===== config.mk =====
export PLATFORM = sky130hd
export DESIGN_NAME = arb_mux
export DESIGN_NICKNAME = d
export VERILOG_FILES = /design/src/rtl/arb_mux.sv
export SDC_FILE = /design/constraint.sdc
export NUM_CORES = 1
export LEC_CHECK = 0
export CORE_AREA = 2 2 228 230
export DETAILED_ROUTE_END_ITERATION = 8
export DIE_AREA = 0 0 230 232
export PLACE_DENSITY = 0.48
export SLEW_MARGIN = 20
export SYNTH_ARGS = -nofsm -noshare
export SYNTH_HDL_FRONTEND = slang
export SYNTH_SLANG_ARGS = --single-unit
export TNS_END_PERCENT = 5

===== constraint.sdc =====
create_clock -name clk -period 8.4 [get_ports clk]
set_input_delay 1.68 -clock clk [delete_from_list [all_inputs] [get_ports clk]]
set_output_delay 1.68 -clock clk [all_outputs]
set_load 0.005 [all_outputs]

===== src/rtl/arb_mux.sv =====
// rtl/arb_mux.sv - N-to-1 registered valid/ready mux with fixed-select or round-robin grant
// One output slot; in_ready is gated off while reset is held so no word is accepted then.

module arb_mux #(
  parameter int WIDTH = 32,
  parameter int N     = 16,
  parameter int SELW  = $clog2(N)
) (
  input  logic               clk,
  input  logic               rst_n,
  input  logic [N*WIDTH-1:0] in_data,
  input  logic [N-1:0]       in_valid,
  output logic [N-1:0]       in_ready,
  input  logic               mode,
  input  logic [SELW-1:0]    sel,
  output logic [WIDTH-1:0]   out_data,
  output logic [SELW-1:0]    out_sel,
  output logic               out_valid,
  input  logic               out_ready
);

  logic [SELW-1:0] last;
  logic [SELW-1:0] grant;
  logic            req;
  logic            load;
  int              rr_idx;

  always_comb begin
    req    = 1'b0;
    grant  = '0;
    rr_idx = 0;
    if (!mode) begin
      if (int'(sel) < N) begin
        req   = in_valid[sel];
        grant = sel;
      end
    end else begin
      // search from the channel after the last grant, wrapping modulo N
      for (int k = 1; k <= N; k++) begin
        rr_idx = (int'(last) + k) % N;
        if (!req && in_valid[SELW'(rr_idx)]) begin
          req   = 1'b1;
          grant = SELW'(rr_idx);
        end
      end
    end
  end

  assign load = rst_n && req && (!out_valid || out_ready);

  always_comb begin
    in_ready        = '0;
    in_ready[grant] = load;
  end

  always_ff @(posedge clk or negedge rst_n) begin
    if (!rst_n) begin
      out_valid <= 1'b0;
      out_data  <= '0;
      out_sel   <= '0;
      last      <= SELW'(N - 1);
    end else if (load) begin
      out_valid <= 1'b1;
      out_data  <= in_data[grant*WIDTH +: WIDTH];
      out_sel   <= grant;
      last      <= grant;
    end else if (out_ready) begin
      out_valid <= 1'b0;
    end
  end

endmodule


[After elaboration in Yosys (flattened, before gate mapping)]
Cells that the tools add are included.
Word-level totals
  bits in registers: 41
  word-level logic and storage cells: 180
  input bits: 536
  output and inout port bits: 53
Cells by class
  order comparisons: 19
  bitwise logic cells: 1
  multiplexer cells: 103
  $add $sub $neg: 16
  shifts and indexed selects: 1
  reductions and logical operators: 36
Operators with widths (count)
  $shiftx 512x10->32: 1
  $lt 4x6->1 const B: 16
  $bmux 1 s4: 17
  $mux 1: 68
  $mux 4: 17
  $add 4x4->4 const B: 8
  $logic_and 1x1->1: 18
  $add 4x3->4 const B: 4
  $and 16x16->16: 1
  $logic_not 1->1: 16
  $lt 4x5->1 const B: 2
  $add 4x1->4 const B: 2
  $add 4x2->4 const B: 2
  $demux 1 s4: 1
  $ge 4x1->1 const B: 1
  $reduce_bool 2->1: 1
  $logic_or 1x1->1: 1

[Depth between registers and ports, before layout]
  depth in word-level cells: 71
  gate-level depth with buffers: 21
  mapped depth without buffers: 14

[Worst setup path after synthesis]
Ideal clock, no wire load.
  kind: reg-to-output
  start: register last[1]
  end: output in_ready[0]
  buffers on the path: 7
  data arrival time: 5.069 ns
  required time: 6.720 ns
  slack: 1.651 ns
  cell stages (with the launch flop): 20
  path through: dfstp_2 buf_2 buf_6 clkbuf_1 inv_1 ha_1 clkbuf_1 mux4_2 mux2_2 mux2_4 a221oi_1 o32ai_1 o32ai_1 o311ai_1 a221oi_2 buf_4 buf_4 buf_6 nand2_1 nor4_1
Between the ends
  word-level cells in the longest chain between the ends: 71
  elaborated cells on any way between the ends: 151
  those cells by class: 16 x add/sub; 2 x order compare; 99 x mux; 1 x bitwise; 33 x reduce/logical
Ends and longest elaborated chain
  from (decl): RTL line 22  | logic [SELW-1:0] last;
  from (signal assigned): RTL line 61  | last <= SELW'(N - 1);
  from (signal assigned): RTL line 66  | last <= grant;
  $add 4x1->4: RTL line 40  | rr_idx = (int'(last) + k) % N;
  $bmux 1 s4: RTL line 41  | if (!req && in_valid[SELW'(rr_idx)]) begin
  $mux 1 (not written as such) (2 in series): RTL line 41
  $mux 1: RTL line 41
  $mux 1: RTL line 32  | if (!mode) begin
  $logic_not 1->1: RTL line 41
  $logic_and 1x1->1: RTL line 41
  $mux 1: RTL line 41
  [54 not listed]
  $logic_and 1x1->1: RTL line 41
  $mux 4: RTL line 41
  $mux 4: RTL line 32
  $lt 4x5->1 (not written as such) / $ge 4x1->1 (equally long branches): RTL line 53  | in_ready[grant] = load;
  $logic_and 1x1->1 (not written as such): RTL line 53
  $mux 1 (not written as such): RTL line 53
  $demux 1 s4: RTL line 53
  $and 16x16->16 (no source line) *
  to (decl): RTL line 13  | output logic [N-1:0] in_ready,
Every way passes the cells marked *; elsewhere a longest branch is shown, timed or not. The select of a mux whose other input is x is not followed.

[Worst setup path after layout]
  start: input in_valid[5]
  end: output in_ready[11]
Between the ends
  word-level cells in the longest chain between the ends: 70
  elaborated cells on any way between the ends: 137
  those cells by class: 2 x order compare; 101 x mux; 1 x bitwise; 33 x reduce/logical
Ends and longest elaborated chain
  from (decl): RTL line 12  | input logic [N-1:0] in_valid,
  $bmux 1 s4: RTL line 41
  $mux 1 (not written as such) (2 in series): RTL line 41
  $mux 1: RTL line 41
  $mux 1: RTL line 32
  $logic_not 1->1: RTL line 41
  $logic_and 1x1->1: RTL line 41
  $mux 1: RTL line 41
  $mux 1: RTL line 32
  [53 not listed]
  $logic_and 1x1->1: RTL line 41
  $mux 4: RTL line 41
  $mux 4: RTL line 32
  $lt 4x5->1 (not written as such) / $ge 4x1->1 (equally long branches): RTL line 53
  $logic_and 1x1->1 (not written as such): RTL line 53
  $mux 1 (not written as such): RTL line 53
  $demux 1 s4: RTL line 53
  $and 16x16->16 (no source line) *
Marks and branches as above.

==> results <==
-- worst min path at each step --
stage	to	cells past startpoint
after global placement	out_sel[1]	1
after CTS	out_sel[1]	1
final	out_sel[1]	1
after floorplan	out_sel[1]	1
after global routing	out_sel[1]	1
after detailed placement	out_sel[1]	1
-- area by class of cell --
class / count / area, µm²
repair buffers: 619 / 6130
clock buffers: 6 / 129
clock inverters: 2 / 38.8
well taps: 680 / 851
inverters: 11 / 41.3
flip-flops and latches: 41 / 1030
fillers: 5387 / 35400
diodes: 6 / 15.0
multi-input cells: 819 / 7210
-- critical path: stages --
cell and delay (ns):
sky130_fd_sc_hd__clkdlybuf4s50_1 0.54, sky130_fd_sc_hd__mux4_2 0.59, sky130_fd_sc_hd__mux2_2 0.36, sky130_fd_sc_hd__mux2_4 0.33, sky130_fd_sc_hd__nor3_2 0.41, sky130_fd_sc_hd__and2_4 0.26, sky130_fd_sc_hd__a31oi_1 0.12, sky130_fd_sc_hd__nor4_2 0.38
sky130_fd_sc_hd__o22a_4 0.33, sky130_fd_sc_hd__buf_4 0.39, sky130_fd_sc_hd__nand2_1 0.16, sky130_fd_sc_hd__nor2_1 0.12, sky130_fd_sc_hd__clkdlybuf4s50_1 0.51
-- cell families after synthesis --
logic type	share of synthesized area [%]
muxes	48.2
AOI/OAI and AO/OA	19.6
and+or+nand+nor	11.2
buffers and inverters	7.17
DFF	11.7
xor gates and xnor gates	0.976
adders and majority gates	1.13
-- power by group --
group | internal (µW) | switching, µW | leakage, µW
logic | 3360 | 4500 | 0.00551
registers | 311 | 99.0 | 0.000458
clock network | 142 | 104 | 0.0000811
total | 3810 | 4700 | 0.00604
-- cell usage in the layout (no fill, tap or decap), types with 5 or more instances in the layout --
cell type / n
sky130_fd_sc_hd__o221a_1: 30
sky130_fd_sc_hd__dfrtp_1: 37
sky130_fd_sc_hd__mux2_1: 6
sky130_fd_sc_hd__mux2i_1: 316
sky130_fd_sc_hd__a21oi_1: 15
sky130_fd_sc_hd__nand2b_1: 6
sky130_fd_sc_hd__xnor2_1: 6
sky130_fd_sc_hd__a32oi_1: 16
sky130_fd_sc_hd__nand3_1: 13
sky130_fd_sc_hd__o22a_1: 18
sky130_fd_sc_hd__a31oi_1: 38
sky130_fd_sc_hd__clkbuf_16: 5
sky130_fd_sc_hd__mux4_2: 33
sky130_fd_sc_hd__a22oi_1: 21
sky130_fd_sc_hd__nand2_1: 71
sky130_fd_sc_hd__o22ai_1: 7
sky130_fd_sc_hd__mux2_2: 22
sky130_fd_sc_hd__nor2_1: 71
sky130_fd_sc_hd__o21ai_0: 12
sky130_fd_sc_hd__clkdlybuf4s50_1: 587
sky130_fd_sc_hd__o211ai_1: 13
sky130_fd_sc_hd__diode_2: 6
sky130_fd_sc_hd__inv_1: 8
sky130_fd_sc_hd__ha_1: 8
sky130_fd_sc_hd__and3_1: 5
sky130_fd_sc_hd__buf_4: 30
-- stage by stage --
stage / power (µW) / cell area, µm²
final: 8520 / 15400
after global routing: 9130 / 15400
after CTS: 8590 / 15400
after detailed placement: 8300 / 15300
after global placement: 8360 / 15300
after floorplan: 6170 / 8850
-- metal layers --
metal / vias to the layer above / track usage, %
met1: 4895 / 25.1
met4: 8 / 4.25
li1: 4859 / -
met2: 456 / 35.9
met3: 46 / 4.03
met5: - / 0
-- flip-flops by register name, indices dropped and copies added (netlist names) --
name / cells
last: 4
out_data: 32
out_valid: 1
out_sel: 4
==> impl_metrics.prom <==
# TYPE chip_impl_metric gauge
chip_impl_info{name="cts_tree",value="yes"} 1
chip_impl_metric{name="cts.repair_timing.setup_buffer_count",unit=""} 0
chip_impl_metric{name="post_layout_nonfiller_instances",unit=""} 2184
chip_impl_metric{name="layout_worst_path_cycle_share",unit="%"} 93.9
chip_impl_metric{name="postRouteWirelength",unit="µm"} 56800
chip_impl_metric{name="wl_met3",unit="µm"} 3650
chip_impl_metric{name="min_period",unit="ns"} 7.89
chip_impl_info{name="min_path_type",value="flop to flop"} 1
chip_impl_info{name="cp-startpoint",value="in_valid[5]"} 1
chip_impl_metric{name="latest_clock_arrival_within_the_worst_skew_pair",unit="ns"} 0.31
chip_impl_metric{name="crit_fanout",unit=""} 31
chip_impl_metric{name="die_width",unit="µm"} 230
chip_impl_metric{name="synth_seq_cells",unit=""} 41
chip_impl_info{name="root_buffer",value="sky130_fd_sc_hd__clkbuf_16"} 1
chip_impl_metric{name="drt_first_pass_iters",unit=""} 5
chip_impl_metric{name="drtIter0Drc",unit=""} 608
chip_impl_metric{name="route.vias.total",unit=""} 10264
chip_impl_info{name="setup.worst_path.end",value="in_ready[11]"} 1
chip_impl_metric{name="clk_pin_slew_worst_paths",unit="ns"} 0.07
chip_impl_metric{name="critical_path_required",unit="ns"} 6.72
chip_impl_metric{name="drive_above_1_share",unit="%"} 8.61
chip_impl_info{name="reg2reg_to",value="out_data[30]"} 1
chip_impl_metric{name="post_cts_hold_buffer_count",unit=""} 0
chip_impl_metric{name="drc",unit=""} 0
chip_impl_metric{name="placeableCoreArea",unit="mm²"} 0.0509
chip_impl_metric{name="met2RoutedLength",unit="µm"} 29100
chip_impl_metric{name="peakVddDrop",unit="µV"} 533
chip_impl_metric{name="yosys.cell_types.count",unit=""} 84
chip_impl_info{name="hold_path_startpoint",value="out_sel[1]"} 1
chip_impl_metric{name="dp_hpwl",unit="µm"} 48300
chip_impl_metric{name="maxcap_viol_count",unit=""} 0
chip_impl_metric{name="total_routing_usage_gr",unit="%"} 20.2
chip_impl_metric{name="utilization",unit="%"} 30.3
chip_impl_metric{name="placement.io_buffers",unit=""} 588
chip_impl_metric{name="number_of_sinks_driven_by_the_clock_tree",unit=""} 41
chip_impl_metric{name="area_growth",unit="%"} 74.5
chip_impl_metric{name="synth-seq-area-share",unit="%"} 11.7
chip_impl_metric{name="syn-cell-area",unit="mm²"} 0.00885
chip_impl_metric{name="timing.reg2reg.worst_path_depth",unit=""} 16
chip_impl_metric{name="power.density",unit="mW/mm²"} 552
chip_impl_metric{name="place_congestion",unit=""} 0.914
chip_impl_metric{name="r2r_setup_slack",unit="ns"} 1.69
chip_impl_metric{name="number_of_synthesized_flops_with_an_enable_pin",unit=""} 0
chip_impl_metric{name="timing.final.hold_violations",unit=""} 0
chip_impl_info{name="synth_area_leaders",value="sky130_fd_sc_hd__mux2i_1, sky130_fd_sc_hd__dfrtp_1, sky130_fd_sc_hd__mux4_2"} 1
chip_impl_metric{name="maxSlewViolCount",unit=""} 0
chip_impl_info{name="synth.top_cells.by_count",value="sky130_fd_sc_hd__mux2i_1, sky130_fd_sc_hd__nand2_1, sky130_fd_sc_hd__nor2_1"} 1
chip_impl_metric{name="post_cts_resize_count",unit=""} 0
chip_impl_metric{name="cts-buffers-inserted",unit=""} 5
chip_impl_metric{name="ioPinCount",unit=""} 589
chip_impl_metric{name="clock_skew",unit="ns"} 0.0117
chip_impl_metric{name="postSynthCellCount",unit=""} 959
chip_impl_metric{name="maxSlewHeadroom",unit="%"} 33.1
chip_impl_metric{name="cts_max_path_bufs",unit=""} 2
chip_impl_metric{name="grt_pass1_vias",unit=""} 10496
chip_impl_metric{name="design.die.area",unit="mm²"} 0.0534
chip_impl_info{name="critPathLaunchType",value="primary input"} 1
chip_impl_metric{name="cts_htree_levels",unit=""} 2
chip_impl_metric{name="timing.fmax",unit="MHz"} 127
chip_impl_metric{name="routedLengthMet1",unit="µm"} 23200
chip_impl_metric{name="worst_hold_slack",unit="ns"} 0.499
chip_impl_metric{name="tightest_slew",unit="ns"} 1.00
chip_impl_info{name="synthMostInstantiatedCell",value="sky130_fd_sc_hd__mux2i_1"} 1
chip_impl_metric{name="grt_antenna_before_repair",unit=""} 16
chip_impl_metric{name="ant_nets",unit=""} 0
chip_impl_metric{name="chipHeight",unit="µm"} 232
chip_impl_metric{name="placement.setup.worst_slack",unit="ns"} 0.512
chip_impl_metric{name="worst_path_arrival",unit="ns"} 6.21
chip_impl_metric{name="timing.setup.tns",unit="ns"} 0
chip_impl_info{name="netlist.top_cell.by_area",value="sky130_fd_sc_hd__mux2i_1"} 1
chip_impl_info{name="status",value="completed"} 1
chip_impl_metric{name="std_cell_rows",unit=""} 83
chip_impl_metric{name="final-setup-viol-count",unit=""} 0
chip_impl_metric{name="overflow",unit=""} 0
chip_impl_metric{name="final_nets",unit=""} 2041
chip_impl_metric{name="viasPerCell",unit=""} 4.70
chip_impl_metric{name="async_reset_ff_share",unit="%"} 100
chip_impl_info{name="worst_setup_path_end_kind",value="output port"} 1
chip_impl_info{name="synth_flop_type",value="sky130_fd_sc_hd__dfrtp_1"} 1
chip_impl_metric{name="effective_utilization_at_floorplan",unit="%"} 17.4
chip_impl_metric{name="synth_top_cell_area_share",unit="%"} 35.7
chip_impl_info{name="highest-signal-layer",value="met5"} 1
chip_impl_info{name="rsz0062_at_grt",value="false"} 1
chip_impl_metric{name="global_route_wire_length_before_repair",unit="µm"} 77300
chip_impl_metric{name="synthesis.yosys.warnings",unit=""} 0
chip_impl_metric{name="setup_slack",unit="ns"} 0.510
chip_impl_info{name="regToRegStartpoint",value="last[1]"} 1
chip_impl_info{name="setup.worst_path.class",value="primary input to output port"} 1
chip_impl_metric{name="mean_syn_cell_area",unit="µm²"} 9.23
chip_impl_metric{name="mappedNetlistNets",unit=""} 1503
chip_impl_metric{name="detail_route.wl_per_cell",unit="µm"} 26.0
chip_impl_metric{name="grt_start_max_net_pins",unit=""} 120
chip_impl_metric{name="placed_cells",unit=""} 2170
chip_impl_metric{name="power_leakage",unit="µW"} 0.00604
Note: power is estimated with default switching activity, not from simulation.
==> RTL change (config.mk and constraints unchanged) <==
The parameter `WIDTH` goes from 32 to 16.
--- a/src/rtl/arb_mux.sv
+++ b/src/rtl/arb_mux.sv
@@ -2,7 +2,7 @@
 // One output slot; in_ready is gated off while reset is held so no word is accepted then.
 
 module arb_mux #(
-  parameter int WIDTH = 32,
+  parameter int WIDTH = 16,
   parameter int N     = 16,
   parameter int SELW  = $clog2(N)
 ) (
Interface: changed (resized in_data and out_data); port bits go from 589 to 317. The function was not compared with the original's and may differ.
==> RTL change against the original RTL <==
Sequential share of layout area decreased by 0.40 points. Critical path depth unchanged. Area after synthesis decreased by 32%. Cell area decreased by 35%. Setup slack got worse by 0.10 ns. Fmax decreased by 1.3%. Via count decreased by 36%. Sequential cell count decreased by 16. Power decreased by 46%. Clock power decreased by 56%. Wire length decreased by 45%. Non-clock buffer count decreased by 271.
==> RTL change: results (changes against the original RTL) <==
DP HPWL 26.1 mm (-46%); Seq area share 6.27% (-0.40 points); Post-DP Area 9970 µm² (-35%); initial antenna violation count 1 (-15); inverter count 16 (+5); leakage 4.00 nW (-34%); DR vias/cell 4.02 (-14%); top cells by area, synth mux2i_1 35%, mux4_2 14%, dfrtp_1 8.7%; M1 WL 14.2 mm (-39%); commonest cells in the netlist 212 x mux2i_1, 42 x nor2_1, 38 x mux4_2, 34 x a21oi_1, 22 x nand2_1; mux share of post-synthesis cell area 53.2% (+5.0 points); Skew-Pair Late Insertion Delay 0.26 ns (-0.05 ns); vias in the first global route 6749 (-36%); post-synth cell types 65 (-23%); Total GRT Usage 10.9% (-9.3 points); FILL cells 5667 (+5.2%); Util after Layout 19.8% (-11 points); Synth Area in Compound Gates 16.7% (-2.9 points); Port Buf Inserts 316 (-46%); top_reg_cell synth dfrtp_1; xor and xnor fraction of the mapped netlist area 1.45% (+0.48 points); top layer in use met4; P per Cell Area 461 nW/µm² (-17%); Worst Skew 0.00389 ns (-0.00782 ns); Tightest Pin Transition 0.893 ns (-0.110 ns); clock-cell share of area 0.797% (-0.29 points); synthesized-area fraction occupied by adder cells 1.66% (+0.53 points); sequential share of the synthesized area 10.4% (-1.2 points); diode count 2 (-4); Async S/R FF share, synth 100% (unchanged); dpl ws 0.415 ns (-0.0966 ns); largest net degree at the start of global routing 50 (-58%); Regs by FF count out_data (16), last (4), out_sel (4); clock buf count 3 (-3); non-clock buffer count 348 (-44%); warnings from Yosys 0 (unchanged); multi-input combinational area share 50.0% (+3.3 points); area grow syn2layout 66.5%; Post-Synthesis Net Count 926 (-38%); Placer Congestion 0.843 (-7.8%); Slowest-stage cell, CP mux2i_1; CP max FO 14 (-55%); htree depth 1 (-1); status completed; Data buffer area share 33.9% (-5.8 points); Layout Cells excl Fill 1620 (-26%); Arr. time, crit path 6.31 ns (+0.10 ns); DR WL met2 14.8 mm (-49%); Routed WL 31.1 mm (-45%); synthesized flop and latch total 25 (-39%); multi-input gate count 545 (-33%); global-route wire length before repair 44.1 mm (-43%); layout cells sized above 1 12.3% (+3.6 points); fin nets 1227 (-40%); max incr delay on CP 0.72 ns (+0.13 ns); cell count after synthesis 638 (-33%); met3 WL 1.39 mm (-62%); DR iter-0 viols 395 (-35%)
[RTL change: per-layer routing]
metal,vias up,GRT usage [%]
met5,-,0
met4,0,2.60
met3,22,1.26
met2,216,18.1
met1,3169,15.0
li1,3112,-
[RTL change: worst paths after layout]
| kind | startpoint | endpoint | slack, ns | depth (start not counted) |
|---|---|---|---|---|
| worst max-delay path | in_valid[12] | in_ready[2] | 0.41 | 13 |
| worst min-delay path | out_sel[1] | out_sel[1] | 0.48 | 1 |
| worst max register to register | last[1] | out_data[12] | 1.22 | 17 |
| worst min register to register | out_sel[1] | out_sel[1] | 0.48 | 1 |
| max in group asynchronous | rst_n | last[2] | 6.24 | 2 |
| min in group asynchronous | rst_n | out_sel[0] | 1.85 | 2 |
[RTL change: power breakdown]
| part | total [W] | switching, W | leakage [nW] | internal, W |
|---|---|---|---|---|
| Clock | 0.000109 | 0.0000447 | 0.0409 | 0.0000642 |
| Combinational | 0.00428 | 0.00243 | 3.68 | 0.00185 |
| Sequential | 0.000244 | 0.0000553 | 0.280 | 0.000188 |
